==> config.mk <==
export PLATFORM = sky130hd
export DESIGN_NAME = alu_flags_sink
export DESIGN_NICKNAME = d
export VERILOG_FILES = /design/src/rtl/alu_flags_sink.sv
export SDC_FILE = /design/constraint.sdc
export NUM_CORES = 1
export LEC_CHECK = 0
export ABC_AREA = 1
export CORE_MARGIN = 2
export CORE_UTILIZATION = 45
export CTS_CLUSTER_SIZE = 28
export DETAILED_ROUTE_END_ITERATION = 10
export HOLD_SLACK_MARGIN = 0.12
export PLACE_DENSITY_LB_ADDON = 0.08
export SYNTH_ARGS = -nofsm -noshare
export SYNTH_HDL_FRONTEND = slang
export SYNTH_SLANG_ARGS = --single-unit
export TNS_END_PERCENT = 20
==> constraint.sdc <==
create_clock -name clk -period 3.49 [get_ports clk]
set_clock_uncertainty 0.05 [all_clocks]
set_input_delay 0.698 -clock clk [delete_from_list [all_inputs] [get_ports clk]]
set_output_delay 0.698 -clock clk [all_outputs]
set_load 0.05 [all_outputs]
==> src/rtl/alu_flags_sink.sv <==
// Execute-stage consumer of the Y86-64 ALU result.
// Registers valE, keeps the ZF/SF/OF condition-code register, evaluates the
// branch/cmov condition against the flags as they stand before this edge,
// and keeps a saturating count of flag updates that set OF.
//
// Handshake: there is no back-pressure. in_valid qualifies the ALU inputs for
// one cycle; out_valid qualifies valE/cnd one cycle later. stall freezes every
// register (the upstream must hold its inputs); bubble replaces the slot with
// a NOP. Per-edge priority is rst > stall > bubble > in_valid.
module alu_flags_sink #(
    parameter int WIDTH     = 64,
    parameter int CNT_WIDTH = 16
) (
    input  logic                 clk,
    input  logic                 rst,
    input  logic                 in_valid,
    input  logic [1:0]           alu_control,
    input  logic [WIDTH-1:0]     alu_ans,
    input  logic                 alu_overflow,
    input  logic                 set_cc,
    input  logic [2:0]           cond_fn,
    input  logic                 stall,
    input  logic                 bubble,
    output logic                 out_valid,
    output logic [WIDTH-1:0]     valE,
    output logic                 zf,
    output logic                 sf,
    output logic                 of,
    output logic                 cnd,
    output logic                 cond_err,
    output logic [CNT_WIDTH-1:0] ovf_count
);

    // ALU operation codes
    localparam logic [1:0] OP_ADD = 2'b00;
    localparam logic [1:0] OP_SUB = 2'b01;

    // Y86 condition function codes
    localparam logic [2:0] C_ALWAYS  = 3'd0;
    localparam logic [2:0] C_LE      = 3'd1;
    localparam logic [2:0] C_L       = 3'd2;
    localparam logic [2:0] C_E       = 3'd3;
    localparam logic [2:0] C_NE      = 3'd4;
    localparam logic [2:0] C_GE      = 3'd5;
    localparam logic [2:0] C_G       = 3'd6;
    localparam logic [2:0] C_ILLEGAL = 3'd7;

    localparam logic [CNT_WIDTH-1:0] CNT_ONE = {{(CNT_WIDTH-1){1'b0}}, 1'b1};

    logic                 out_valid_q, out_valid_d;
    logic [WIDTH-1:0]     vale_q,      vale_d;
    logic                 zf_q,        zf_d;
    logic                 sf_q,        sf_d;
    logic                 of_q,        of_d;
    logic                 cnd_q,       cnd_d;
    logic                 cond_err_q,  cond_err_d;
    logic [CNT_WIDTH-1:0] ovf_count_q, ovf_count_d;

    logic                 cond_now;
    logic                 lt_now;
    logic                 new_of;

    // Condition evaluated on the registered (pre-update) flags: no bypass
    always_comb begin
        cond_now = 1'b0;
        lt_now   = sf_q ^ of_q;
        case (cond_fn)
            C_ALWAYS:  cond_now = 1'b1;
            C_LE:      cond_now = lt_now | zf_q;
            C_L:       cond_now = lt_now;
            C_E:       cond_now = zf_q;
            C_NE:      cond_now = ~zf_q;
            C_GE:      cond_now = ~lt_now;
            C_G:       cond_now = ~lt_now & ~zf_q;
            C_ILLEGAL: cond_now = 1'b0;
            default:   cond_now = 1'b0;
        endcase
    end

    // Next-state selection following stall > bubble > in_valid priority
    always_comb begin
        out_valid_d = out_valid_q;
        vale_d      = vale_q;
        zf_d        = zf_q;
        sf_d        = sf_q;
        of_d        = of_q;
        cnd_d       = cnd_q;
        cond_err_d  = cond_err_q;
        ovf_count_d = ovf_count_q;
        // Logical ops never overflow, so the ALU flag is ignored for them
        new_of      = ((alu_control == OP_ADD) || (alu_control == OP_SUB)) ? alu_overflow : 1'b0;

        if (stall) begin
            // everything holds
        end else if (bubble) begin
            out_valid_d = 1'b0;
            vale_d      = '0;
            cnd_d       = 1'b0;
        end else if (in_valid) begin
            out_valid_d = 1'b1;
            vale_d      = alu_ans;
            cnd_d       = cond_now;
            if (cond_fn == C_ILLEGAL) begin
                cond_err_d = 1'b1;
            end
            if (set_cc) begin
                zf_d = (alu_ans == '0);
                sf_d = alu_ans[WIDTH-1];
                of_d = new_of;
                if (new_of && (ovf_count_q != '1)) begin
                    ovf_count_d = ovf_count_q + CNT_ONE;
                end
            end
        end else begin
            out_valid_d = 1'b0;
        end
    end

    // State registers with synchronous reset
    always_ff @(posedge clk) begin
        if (rst) begin
            out_valid_q <= 1'b0;
            vale_q      <= '0;
            zf_q        <= 1'b1;
            sf_q        <= 1'b0;
            of_q        <= 1'b0;
            cnd_q       <= 1'b0;
            cond_err_q  <= 1'b0;
            ovf_count_q <= '0;
        end else begin
            out_valid_q <= out_valid_d;
            vale_q      <= vale_d;
            zf_q        <= zf_d;
            sf_q        <= sf_d;
            of_q        <= of_d;
            cnd_q       <= cnd_d;
            cond_err_q  <= cond_err_d;
            ovf_count_q <= ovf_count_d;
        end
    end

    assign out_valid = out_valid_q;
    assign valE      = vale_q;
    assign zf        = zf_q;
    assign sf        = sf_q;
    assign of        = of_q;
    assign cnd       = cnd_q;
    assign cond_err  = cond_err_q;
    assign ovf_count = ovf_count_q;

endmodule

* Word level (Yosys, flattened, before mapping)
Cells that the tools add are included.
Operators by class: mux-type cells 8, add/subtract/negate cells 1, bitwise gates (word level) 7, magnitude comparators 0, equal/unequal tests 9, reductions and logical operators 10, multiply operators 0, divide/modulo/power cells 0, shifts and indexed selects 0
Operators with widths (number):
- $mux 64 | 2
- $logic_not 64->1 | 1
- $add 16x1->16 const B | 1
- $ne 16x16->1 const B | 1
- $eq 3x3->1 const B | 4
- $pmux 1 s8 | 1
- $reduce_and 4->1 | 2
- $eq 3x2->1 const B | 2
- $mux 1 | 5
- $reduce_and 5->1 | 1
- $not 1->1 | 4
- $eq 3x1->1 const B | 1
- $logic_not 3->1 | 1
- $eq 2x1->1 const B | 1
- $logic_not 2->1 | 1
- $reduce_and 2->1 | 1
- $reduce_bool 2->1 | 1
- $and 1x1->1 | 1
- $logic_and 1x1->1 | 1
- $logic_or 1x1->1 | 1
- $or 1x1->1 | 1
- $xor 1x1->1 | 1
Storage, ports and cells: latch bits 0, output and inout port bits 86, input bits 76, ROM bits 0, bits in registers 86, memories 0, bits in writable memories 0, word-level logic and storage cells 43

* Longest topological paths before layout
depth in word-level cells 6, gate-level depth with buffers 10, mapped depth without buffers 10

* Worst setup path before layout
No wires, ideal clock.
path kind register to register, from reg ovf_count_q[1] (netlist: ovf_count[1]), to reg ovf_count_q[9] (netlist: ovf_count[9]), library setup time 62 ps, buffers on the path 1, arrival time 1811 ps, stages on the path, launching flop included 11, clock period less this slack 1923 ps, required time 3378 ps, path slack 1567 ps, cells stage by stage dfxtp_1 > ha_1 > nand2_2 > nor2_4 > nand2_2 > nor2_4 > nand2_4 > buf_6 > nand4_1 > nand2_1 > nor2_2
Between the ends: word-level cells in the longest chain between the ends 3, elaborated cells between the ends (all ways) 4, classes of those cells add/sub: 1; eq/ne: 1; reduce/logical: 2
Ends and longest elaborated chain:
- start, declared | line 57 | logic [CNT_WIDTH-1:0] ovf_count_q, ovf_count_d;
- start signal, assigned | line 138 | ovf_count_q <= ovf_count_d;
- branches (longest 3 deep; another with $add 16x1->16)
Several ways; the timed one is not identified. A chain may end at the register's enable or synchronous reset.

* Final worst setup path
from reg ovf_count_q[2] (netlist: ovf_count[2]), to out ovf_count[2]
RTL lines:
- end, declared | line 31 | output logic [CNT_WIDTH-1:0] ovf_count
No word-level cell between the ends.

==> impl_metrics.tcl <==
set metrics [dict create \
    outcome "complete, no violations" \
    synth_largest_type_area_fraction_pct 46.3 \
    min_path_type "flop to flop" \
    rows 33 \
    final_min_period_ns 2.40 \
    timing.setup.tns_ns 0 \
    cts.repair.resized 0 \
    htree_levels 3 \
    num_io_pins 162 \
    buffer_ports.inserted 160 \
    nNetsFinal 768 \
    number_of_antenna_violations_at_the_first_check_in_global_routing 0 \
    wl_per_cell_um 13.2 \
    rsz0062_at_grt "no" \
    power_density_nw_per_um2 353 \
    count_of_vias_placed_by_the_detailed_router 3989 \
    final-max-slew-violation-count 0 \
    mappedNetlistNets 618 \
    crit_fanout 6 \
    cts-buffers-inserted 9 \
    fill_cells 707 \
    synth_async_sr_flop_share_pct 0 \
    worst_setup_ep_type "output pin" \
    comb_power_share_pct 16.1 \
    timing.final.crit_share_pct 68.8 \
    syn_area_um2 3720 \
    clock_sinks 86 \
    grt_max_degree 68 \
    worstPathBufferInverterCount 1 \
    cts.path.max_buffers 2 \
    largest_voltage_drop_on_the_vdd_net_mv 0.203 \
    tightest_slew_ns 0.657 \
    dieArea_um2 9010 \
    die_extent_in_x_um 94.9 \
    relSlewSlack_pct 56.2 \
    synth_enable_flop_cells 0 \
    finalWirelength_um 10600 \
    floorplan.core_area_um2 8090 \
    leakage_nw 1.97 \
    cts.repair_timing.setup_buffer_count 0 \
    cellInternalPower_w 0.00140 \
    cap_viol_max_count 0 \
    ys_dominant_reg_cell "sky130_fd_sc_hd__dfxtp_1" \
    yosysMostFrequentCell "sky130_fd_sc_hd__nand2_1" \
    crit_type "flop to output pin" \
    post_route_cells_drive_above_1_share_pct 5.46 \
    finalWorstSetupSlack_ns 1.09 \
    p_sw_w 0.000558 \
    ant_nets 0 \
    p_sw_share_pct 28.5 \
    first_pass_grt_wire_length_um 16500 \
    yosys_warn_count 0 \
    n_antenna_cell 0 \
    clock_root_buffer "sky130_fd_sc_hd__clkbuf_8" \
    synth_top_cells_by_area "sky130_fd_sc_hd__dfxtp_1, sky130_fd_sc_hd__nand2_1, sky130_fd_sc_hd__a21oi_1" \
    synth_seq_cells 86 \
    path_cells "clkdlybuf4s50_1" \
    initial_core_util_pct 45.9 \
    report.final.setup_viol 0 \
    synth_cells 541 \
    synth.lib_cells_used.distinct 26 \
    synth_top_area_cell "sky130_fd_sc_hd__dfxtp_1" \
    cpMaxStageDelayCell "sky130_fd_sc_hd__clkdlybuf4s50_1" \
    grt.total_usage_pct 23.1 \
    power_frac_clock_pct 32.0 \
    critPathLaunchType "flop" \
    power_frac_seq_pct 51.9 \
    synth.avg_cell_area_um2 6.87 \
    drc 0 \
    clk_transition_reported_paths_ns 0.08 \
    cts_tree "yes" \
    globalRoute.totalOverflow 0 \
    delay_of_the_slowest_cell_on_the_worst_path_ns 0.85 \
    critPathTopFamily "buffers and inverters" \
    synth.yosys.seq_area_share_pct 46.3 \
    die_height_um 94.9 \
    clock_latency_ns 0.35 \
    routability_driven_placement_congestion_ratio 0.888 \
    placement_setup_slack_ns 0.992 \
    finalHoldViolCount 0 \
    drt-pass1-iter-count 5 \
    layout_area_growth_over_synthesis_pct 49.1 \
    routed_via_density 4.98 \
    cts_hold_buffers 0 \
    crit_arrival_ns 1.65 \
    post_synth_most_frequent_cells "sky130_fd_sc_hd__nand2_1, sky130_fd_sc_hd__dfxtp_1, sky130_fd_sc_hd__a21oi_1" \
    worst-r2r-setup-slack_ns 1.74 \
    number_of_global_route_vias_before_repair 3589 \
    dp.final_hpwl_um 7600 \
    drt_first_iter_violations 166 \
    required_time_of_the_critical_path_ns 2.74 \
    achievable-frequency_mhz 417 \
]
[per-layer routing]
| metal | track usage, % | wire length, um | up-vias |
|---|---|---|---|
| li1 | - | - | 2022 |
| met1 | 28.5 | 4500 | 1819 |
| met2 | 38.2 | 5100 | 134 |
| met3 | 7.18 | 800 | 14 |
| met4 | 7.85 | 191 | 0 |
| met5 | 0 | 0 | - |
[final cells by class]
type                       instances  area, um2  area share, %
inverter                          31        116           2.10
clock buffer                       9        124           2.23
tap                              105        131           2.37
clock inverter                     7       47.5          0.858
timing repair buffer             164       1630           29.3
sequential                        86       1720           31.1
multi-input combinational        399       1780           32.0
[per-stage QoR]
step	total power [W]	util (%)	std cells	hold WS [ns]	cell area [um2]
2_1_floorplan	0.00119	-	541	0.635	3720
3_5_place_dp	0.00135	66.4	785	0.405	5370
4_1_cts	0.00198	68.5	801	0.419	5540
6_report	0.00196	68.5	801	0.416	5540
3_3_place_gp	0.00135	66.4	785	0.402	5370
5_1_grt	0.00205	68.5	801	0.437	5540
[cell usage in the layout (no fill, tap or decap), drive strengths merged]
cell type | Yosys | routed
a21oi | 78 | 78
nor2 | 70 | 70
a31oi | 1 | 1
clkbuf | 9 | 9
ha | 1 | 1
xor2 | 3 | 3
clkinv | 2 | 5
inv | 29 | 31
buf | 16 | 5
nand3 | 14 | 14
o21ai | 9 | 9
nor3 | 3 | 3
o21a | 1 | 1
dfxtp | 86 | 86
nand2 | 205 | 205
clkinvlp | 0 | 2
nand3b | 2 | 2
nand4 | 12 | 12
clkdlybuf4s50 | 0 | 159
[power groups by stage]
stage | Sequential [W] | Clock (W) | Combinational [W]
3_3_place_gp | 0.00104 | 0 | 0.000312
4_1_cts | 0.00101 | 0.000646 | 0.000317
5_1_grt | 0.00102 | 0.000692 | 0.000338
6_report | 0.00101 | 0.000626 | 0.000315
2_1_floorplan | 0.00111 | 0 | 0.0000796
3_5_place_dp | 0.00104 | 0 | 0.000315
[worst paths after layout]
check | from | to | depth (start not counted)
max reg2reg | ovf_count[0] | ovf_count[15] | 9
min reg2reg | valE[8] | valE[8] | 2
min | valE[8] | valE[8] | 2
max | ovf_count[2] | ovf_count[2] | 1
[sequential cells by signal, indices dropped and copies added (netlist names)]
name       count
out_valid      1
sf             1
cnd            1
zf             1
valE          64
of             1
ovf_count     16
cond_err       1
[logic make-up (layout without fill, tap and decap cells)]
group	after synthesis	after routing	synth area share [%]
buf+inv	56	211	6.22
xor+xnor	3	3	0.707
flops	86	86	46.3
compound gates	89	89	12.1
simple gates	306	306	34.4
fa+ha+maj	1	1	0.336
Note: power is estimated with default switching activity, not from simulation.
